## src/rtl/marquee_display_ctrl.sv

```systemverilog
// Marquee animator for an N-digit multiplexed 7-segment display.
// Only one digit is lit per step, so no scan multiplexer is needed.
module marquee_display_ctrl #(
  parameter int NUM_DIGITS = 4,
  parameter int DVSR       = 50000000
) (
  input  logic                  clk,
  input  logic                  reset,
  input  logic                  en,
  input  logic                  cw,
  input  logic [1:0]            mode,
  output logic [NUM_DIGITS-1:0] an,
  output logic [7:0]            segment,
  output logic                  step
);

  localparam int PW = $clog2(2*NUM_DIGITS+4);
  localparam int CW = $clog2(DVSR);

  localparam logic [PW-1:0] NP       = PW'(NUM_DIGITS);
  localparam logic [PW-1:0] NP_M1    = PW'(NUM_DIGITS-1);
  localparam logic [PW-1:0] SN_C     = PW'(NUM_DIGITS+1);
  localparam logic [PW-1:0] SN_E     = PW'(2*NUM_DIGITS+2);
  localparam logic [PW-1:0] LAST_SQ  = PW'(2*NUM_DIGITS-1);
  localparam logic [PW-1:0] LAST_SN  = PW'(2*NUM_DIGITS+3);
  localparam logic [PW-1:0] TWO      = PW'(2);
  localparam logic [CW-1:0] PRE_LAST = CW'(DVSR-1);

  typedef enum logic [1:0] {SQUARE = 2'd0, SNAKE = 2'd1, BOUNCE = 2'd2, BLANK = 2'd3} mode_t;

  mode_t                  mode_reg;
  logic [CW-1:0]          prescaler;
  logic [PW-1:0]          pos;
  logic                   dir_down;

  logic                   mode_change;
  logic                   tick;
  logic [PW-1:0]          last;
  logic [PW-1:0]          pos_next;
  logic                   dir_next;
  logic [PW-1:0]          digit;
  logic [2:0]             seg_idx;
  logic [6:0]             seg7;
  logic                   lit;
  logic [NUM_DIGITS-1:0]  an_next;

  assign mode_change = (mode_t'(mode) != mode_reg);
  assign tick        = en && !mode_change && (prescaler == PRE_LAST);
  assign last        = (mode_reg == SNAKE) ? LAST_SN : LAST_SQ;

  always_comb begin
    pos_next = pos;
    dir_next = dir_down;
    case (mode_reg)
      SQUARE, SNAKE: begin
        if (cw) pos_next = (pos == last) ? '0 : pos + 1'b1;
        else    pos_next = (pos == '0) ? last : pos - 1'b1;
      end
      BOUNCE: begin
        // Reflect at either end instead of wrapping; cw has no effect here.
        if (!dir_down) begin
          if (pos == last) begin
            pos_next = last - 1'b1;
            dir_next = 1'b1;
          end else begin
            pos_next = pos + 1'b1;
          end
        end else begin
          if (pos == '0) begin
            pos_next = PW'(1);
            dir_next = 1'b0;
          end else begin
            pos_next = pos - 1'b1;
          end
        end
      end
      default: pos_next = '0;
    endcase
  end

  always_comb begin
    digit   = '0;
    seg_idx = 3'd0;
    seg7    = 7'h7F;
    lit     = 1'b1;
    case (mode_reg)
      SQUARE, BOUNCE: begin
        if (pos < NP) begin
          digit = NP_M1 - pos;
          seg7  = 7'b0100011;
        end else begin
          digit = pos - NP;
          seg7  = 7'b0011100;
        end
      end
      SNAKE: begin
        // Perimeter walk: a left-to-right, b/c on the rightmost digit, d right-to-left, e/f on the leftmost.
        if (pos < NP) begin
          digit   = NP_M1 - pos;
          seg_idx = 3'd0;
        end else if (pos == NP) begin
          seg_idx = 3'd1;
        end else if (pos == SN_C) begin
          seg_idx = 3'd2;
        end else if (pos < SN_E) begin
          digit   = pos - NP - TWO;
          seg_idx = 3'd3;
        end else if (pos == SN_E) begin
          digit   = NP_M1;
          seg_idx = 3'd4;
        end else begin
          digit   = NP_M1;
          seg_idx = 3'd5;
        end
        seg7 = ~(7'd1 << seg_idx);
      end
      default: lit = 1'b0;
    endcase
  end

  genvar gi;
  generate
    for (gi = 0; gi < NUM_DIGITS; gi++) begin : g_anode
      assign an_next[gi] = !(lit && (digit == PW'(gi)));
    end
  endgenerate

  always_ff @(posedge clk or posedge reset) begin
    if (reset) begin
      mode_reg  <= SQUARE;
      prescaler <= '0;
      pos       <= '0;
      dir_down  <= 1'b0;
      an        <= '1;
      segment   <= 8'hFF;
      step      <= 1'b0;
    end else begin
      an      <= an_next;
      segment <= {1'b1, seg7};
      step    <= tick;
      if (mode_change) begin
        mode_reg  <= mode_t'(mode);
        pos       <= '0;
        prescaler <= '0;
        dir_down  <= 1'b0;
      end else if (en) begin
        if (prescaler == PRE_LAST) begin
          prescaler <= '0;
          pos       <= pos_next;
          dir_down  <= dir_next;
        end else begin
          prescaler <= prescaler + 1'b1;
        end
      end
    end
  end

endmodule

```

## config.mk

```make
export PLATFORM = sky130hd
export DESIGN_NAME = marquee_display_ctrl
export DESIGN_NICKNAME = d
export VERILOG_FILES = /design/src/rtl/marquee_display_ctrl.sv
export SDC_FILE = /design/constraint.sdc
export NUM_CORES = 1
export LEC_CHECK = 0
export CORE_ASPECT_RATIO = 0.6
export CORE_MARGIN = 5
export CORE_UTILIZATION = 50
export CTS_CLUSTER_DIAMETER = 50
export DETAILED_ROUTE_END_ITERATION = 10
export PLACE_DENSITY = 0.69
export SYNTH_ARGS = -nofsm -noshare
export SYNTH_HDL_FRONTEND = slang
export SYNTH_SLANG_ARGS = --single-unit
```

## constraint.sdc

```tcl
create_clock -name clk -period 2.54 [get_ports clk]
set_input_delay 0.635 -clock clk [delete_from_list [all_inputs] [get_ports clk]]
set_output_delay 0.635 -clock clk [all_outputs]
set_load 0.1 [all_outputs]
```

==> results by group, run 1 <==
Yosys
  – Compound-Gate Fraction of Synth Area: 18.4%
  – Most common cell in the netlist: nand2_1
  – Post-Syn Area: 2880 um^2
  – Synth cell types: 57
  – Post-Syn Nets: 348
  – Post-synth top area share: 29.6%
  – Synth warn: 0
  – Top cells by count, synth: nand2_1 (36), dfrtp_1 (34), nor2_1 (28)
  – EDFF count, synth: 0
  – Mean post-synth cell area: 8.82 um^2
  – Seq/Total Area, Yosys: 39.6%
  – Synth Area in Simple Gates: 23.8%
  – Multiplexer share of the synthesized area: 1.09%
  – Flops & latches, synth: 45
  – Ys flop type: dfrtp_1
  – Synth area leaders: dfrtp_1 (30%), dfstp_2 (10%), ha_1 (7.0%)
  – Synth Area in Adders: 7.31%
  – Largest family of logic cells by synthesized area: simple AND/OR/NAND/NOR gates
  – Asr flop ratio synth: 100%
  – Synth Instances: 326
  – Post-Synth XOR/XNOR Area: 5.48%
  – Yosys top cell by area: dfrtp_1

Critical path
  – Nature of the critical path startpoint: flip-flop
  – CP arrival: 2.50 ns
  – FF-to-FF setup slack: 0.23 ns
  – Reg2reg path depth: 5
  – CP required: 2.74 ns
  – WS Path Type: reg -> reg
  – Crit path max fanout: 6
  – Reg-to-Reg End: dir_down
  – Critical R2R Launch: prescaler[10]
  – CP Capture Type: flip-flop

Pwr
  – LEAKAGE: 1.33 nW
  – Pwr dens: 413 nW/um^2
  – NetSw: 0.000381 W
  – P_int: 0.000970 W
  – Comb pwr share: 13.5%
  – Switching power share of the total: 28.2%
  – Seq pwr share: 54.6%
  – Max IR drop VDD: 309 uV
  – Clock power share: 31.9%

Floorplanning
  – Die Width: 108 um
  – Initial Utilization: 51.6%
  – Core area: 5570 um^2
  – Site Rows: 21
  – Die area: 7420 um^2
  – Die Ht: 68.7 um
  – I/O Pins: 19

Placement
  – Port buffer count: 17
  – Post-placement setup slack: 0.111 ns
  – Final RePlAce weighted congestion: 0.920
  – Detailed Place HPWL: 5.06 mm

Run
  – Max-cap violations: 0

Timing
  – Clock skew: 0.0165 ns
  – TNS Setup: 0 ns
  – Fin worst setup slack: 0.235 ns
  – Final hold violations: 0
  – Slew Limit Fails: 0
  – Max Clk Rate: 434 MHz
  – Worst slew pin tran: 0.563 ns
  – RSZ-0062 raised after global routing: no
  – Minimum clock period: 2.31 ns
  – Period utilization: 90.8%
  – Max_slew headroom: 62.5%
  – Final setup viols: 0

Detailed routing
  – Iter 0 DRT Violations: 246
  – Wire per inst: 15.9 um
  – Antenna Nets Post-Route: 0
  – Number of iterations in the first detailed-routing pass: 5
  – DRC viols: 0
  – Vias/cell: 5.86
  – Vias post-DR: 2533
  – Final wirelength: 6.88 mm

Clock network
  – CTS tree: done
  – # Post-CTS Setup Buffers: 0
  – Num CTS Buffers: 5
  – Max clock buf depth: 2
  – Worst-skew pair later-pin latency: 0.30 ns
  – CTS H-Tree Depth: 2
  – Cts hold-fix bufs: 0
  – Post-CTS Resized: 0
  – Root Buffer: clkbuf_8
  – Clock Sinks: 45
  – Reg clk slew, reported paths: 0.09 ns

Layout
  – Core Util, Final: 58.7%
  – N_diodes: 0
  – Layout area overhead: 13.8%
  – Largest Register: prescaler
  – Nets: 373
  – Max reg flops: 26
  – Share of layout cells above drive strength 1: 17.0%
  – Top flop regs: prescaler: 26 flops, segment: 7 flops

Global routing
  – GRT Total Usage: 20.4%
  – Largest net degree at the start of global routing: 46
  – Total gr overflow: 0
  – Vias in the first global route: 2198
  – Initial antenna violation count: 0
  – First-pass GRT wire length: 11.7 mm

Outcome
  – Status: finished clean

Hold path
  – HP Class: reg -> reg
  – Hold Crit Depth: 1
  – Hold endpoint: prescaler[19]
  – Hold path start: prescaler[19]
## how the worst max path moves through the flow
stage / startpoint / endpoint / slack, ns / depth (start not counted)
after floorplan: pos[2] / pos[2] / 0.23 / 9
after global placement: mode[1] / prescaler[21] / 0.15 / 5
after detailed placement: mode[0] / prescaler[21] / 0.11 / 5
after CTS: prescaler[10] / dir_down / 0.21 / 5
after global routing: prescaler[10] / dir_down / 0.07 / 5
final: prescaler[10] / dir_down / 0.23 / 5
## logic make-up (layout without fill, tap and decap cells)
group | Yosys count | after routing
AOI/OAI and AO/OA | 82 | 82
xor gates and xnor gates | 18 | 18
adders and majority gates | 17 | 17
buffers and inverters | 31 | 57
DFF | 45 | 45
muxes | 3 | 3
other | 1 | 1
and+or+nand+nor | 129 | 129
## layer usage
layer	global-route usage, %	part of all wire [%]	up-vias
met4	4.72	0.60	0
met5	0	0	-
met3	4.74	6.8	2
met1	33.2	55	1227
met2	26.2	37	79
li1	-	-	1225
## per-stage QoR
step	power, W	cell area (um^2)	cells	hold slack, ns
3_3_place_gp	0.000933	3190	424	0.479
6_report	0.00135	3270	432	0.538
2_1_floorplan	0.000883	2880	326	0.448
3_5_place_dp	0.000934	3190	424	0.485
5_1_grt	0.00141	3270	432	0.552
4_1_cts	0.00137	3270	432	0.540
## power by group through the flow
stage          sequential (W)  clock, W  combinational [W]
2_1_floorplan        0.000806         0          0.0000770
3_3_place_gp         0.000751         0           0.000182
3_5_place_dp         0.000751         0           0.000183
4_1_cts              0.000737  0.000445           0.000183
5_1_grt              0.000739  0.000473           0.000197
6_report             0.000737  0.000431           0.000183
## worst max-delay path: stages, from the launching register on
cell      delay, ns
dfrtp_1        0.45
or4b_4         0.55
nor4_4         0.37
nand3_2        0.15
or3_1          0.41
a221oi_2       0.28
## cell type report
| class | instances | area (um^2) |
|---|---|---|
| Fill cell | 528 | 2300 |
| Multi-Input combinational cell | 250 | 1620 |
| Sequential cell | 45 | 1140 |
| Timing Repair Buffer | 37 | 290 |
| Tap cell | 80 | 100 |
| Clock buffer | 7 | 76.3 |
| Inverter | 12 | 45.0 |
| Clock inverter | 1 | 5.00 |
## cells in the final DEF, fill, tap and decap left out, types with 4 or more instances in the layout
| cell | count |
|---|---|
| and3_1 | 6 |
| o22ai_1 | 5 |
| nand2_1 | 36 |
| xor2_1 | 12 |
| nand2b_1 | 4 |
| dfrtp_1 | 34 |
| nand4_1 | 11 |
| nand3_1 | 8 |
| or3_1 | 4 |
| inv_1 | 11 |
| buf_4 | 32 |
| dfstp_2 | 11 |
| nor3_1 | 8 |
| a31oi_1 | 7 |
| o21ai_0 | 19 |
| ha_1 | 16 |
| a32o_1 | 4 |
| nor2_1 | 28 |
| clkbuf_8 | 5 |
| xnor2_1 | 6 |
| clkdlybuf4s50_1 | 5 |
| a21oi_1 | 24 |
| a41oi_1 | 4 |
(Power assumes the default switching activity.)
==> run 2: changes to the inputs <==
- CORE_ASPECT_RATIO: 0.6 -> unset
==> results by group, run 2 (synthesized netlist as in run 1, its figures left out) <==
Detailed routing
  – Vias post-DR: 2505 (-1.1%)
  – Wire per inst: 15.7 um (-1.2%)
  – Iter 0 DRT Violations: 170 (-31%)
  – Antenna Nets Post-Route: 0 (unchanged)
  – Final wirelength: 6.69 mm (-2.8%)
  – Number of iterations in the first detailed-routing pass: 4 (-1)
  – DRC viols: 0 (unchanged)
  – Vias/cell: 5.89 (+0.52%)

Timing
  – Max_slew headroom: 67.2% (+4.8 points)
  – Worst slew pin tran: 0.486 ns (-0.0767 ns)
  – Max Clk Rate: 444 MHz (+2.3%)
  – TNS Setup: 0 ns (unchanged)
  – RSZ-0062 raised after global routing: no
  – Minimum clock period: 2.25 ns (-0.0521 ns)
  – Clock skew: 0.0136 ns (-0.00282 ns)
  – Period utilization: 88.7% (-2.1 points)
  – Final setup viols: 0 (unchanged)
  – Slew Limit Fails: 0 (unchanged)
  – Final hold violations: 0 (unchanged)

Layout
  – Share of layout cells above drive strength 1: 17.6% (+0.52 points)
  – Highest-count cells in the layout ignoring fill and taps: nand2_1 (36), dfrtp_1 (34), buf_4 (33)
  – Max reg flops: 26 (unchanged)
  – Layout area overhead: 14.9%
  – Largest Register: prescaler
  – Most common cell after layout, fill and taps aside: nand2_1
  – Top flop regs: prescaler: 26 flops, segment: 7 flops
  – Nets: 374 (+0.27%)
  – N_diodes: 0 (unchanged)

Critical path
  – CP required: 2.76 ns (+0.02 ns)
  – WP buf/inv: 0 (unchanged)
  – Nature of the critical path startpoint: flip-flop
  – Worst-path cell chain: or4b_4, nor4_4, nand3_2, or3_1, a221oi_2
  – CP Capture Type: flip-flop
  – Cell family with most CP delay: simple AND/OR/NAND/NOR gates
  – CP max stage cell: or4b_4
  – Crit path max fanout: 6 (unchanged)
  – WS Path Type: reg -> reg
  – Max stage delay on crit path: 0.54 ns (about the same)
  – CP arrival: 2.48 ns (-0.02 ns)
  – FF-to-FF setup slack: 0.29 ns (+0.05 ns)

Clock network
  – CTS H-Tree Depth: 2 (unchanged)
  – # Post-CTS Setup Buffers: 0 (unchanged)
  – Max clock buf depth: 2 (unchanged)
  – CTS tree: done
  – Num CTS Buffers: 5 (unchanged)
  – Post-CTS Resized: 0 (unchanged)
  – Root Buffer: clkbuf_8
  – Reg clk slew, reported paths: 0.09 ns (about the same)
  – Cts hold-fix bufs: 0 (unchanged)
  – Worst-skew pair later-pin latency: 0.31 ns (about the same)
  – Clock Sinks: 45 (unchanged)

Floorplanning
  – Core area: 5540 um^2 (-0.54%)
  – Site Rows: 27 (+29%)
  – Die area: 7370 um^2 (-0.68%)
  – Die Ht: 85.8 um (+25%)
  – Die Width: 85.8 um (-20%)
  – Initial Utilization: 51.9% (+0.28 points)
  – I/O Pins: 19 (unchanged)

Run
  – Max-cap violations: 0 (unchanged)

Pwr
  – LEAKAGE: 1.36 nW (+1.6%)
  – Max IR drop VDD: 259 uV (-16%)
  – Pwr dens: 454 nW/um^2 (+10%)
  – Power Total: 0.00150 W (+11%)

Hold path
  – HP Class: reg -> reg

Global routing
  – First-pass GRT wire length: 11.5 mm (-1.8%)
  – Largest net degree at the start of global routing: 23 (-50%)
  – Vias in the first global route: 2354 (+7.1%)
  – GRT Total Usage: 19.3% (-1.0 points)
  – Total gr overflow: 0 (unchanged)
  – Initial antenna violation count: 0 (unchanged)

Outcome
  – Status: finished clean

Placement
  – Detailed Place HPWL: 4.67 mm (-7.7%)
  – Final RePlAce weighted congestion: 0.878 (-4.5%)
  – Port buffer count: 17 (unchanged)
==> run 2: changes by cell type in the layout (fill, tap and decap cells not counted), sizes merged <==
cell,change
bufinv,+1
buf,+1
clkinv,-1
==> run 2: through the flow <==
step / instances / cell area, um^2 / util [%] / worst slack [ns] / hold WS, ns
final: 425 / 3300 / 59.6 / 0.287 / 0.513
after global routing: 425 / 3300 / 59.6 / 0.165 / 0.561
after floorplan: 326 / 2880 / - / 0.227 / 0.448
after global placement: 417 / 3190 / 57.5 / 0.143 / 0.491
after CTS: 425 / 3300 / 59.6 / 0.290 / 0.516
after detailed placement: 417 / 3190 / 57.5 / 0.129 / 0.503
==> run 2: final cells by class <==
cell class                 count  area, um^2
clock buffer                   7        86.3
inverter                      12        45.0
clock inverter                 1        30.0
fill                         503        2240
sequential                    45        1140
timing repair buffer          38         298
tap                           72        90.1
multi-input combinational    250        1620
==> run 2: path summary, 6_finish.rpt <==
check,start,endpoint,cells past startpoint
max in group asynchronous,reset,segment[3],3
hold reg to reg,prescaler[19],prescaler[19],1
setup / recovery,prescaler[10],dir_down,5
setup reg to reg,prescaler[10],dir_down,5
min in group asynchronous,reset,pos[0],2
hold / removal,prescaler[19],prescaler[19],1
==> run 2: where the power goes <==
| group | switching (W) | total (W) | leakage [nW] | internal, W |
|---|---|---|---|---|
| Clock | 0.000258 | 0.000579 | 0.0585 | 0.000321 |
| Sequential | 0.00000569 | 0.000737 | 0.586 | 0.000732 |
| Combinational | 0.000138 | 0.000184 | 0.711 | 0.0000466 |
| Total | 0.000401 | 0.00150 | 1.36 | 0.00110 |
==> run 2: routing by layer <==
layer | part of all wire [%] | vias up | track usage, %
met3 | 5.5 | 7 | 3.36
met4 | 1.1 | 0 | 5.32
met5 | 0 | - | 0
met2 | 46 | 64 | 30.0
met1 | 48 | 1210 | 27.8
li1 | - | 1224 | -
==> run 2: worst reg2reg max path: cells and delay by family, from the launching register on <==
kind               cells  cell delay [ns]
and+or+nand+nor        4             1.46
DFF                    1             0.44
AOI/OAI and AO/OA      1             0.26
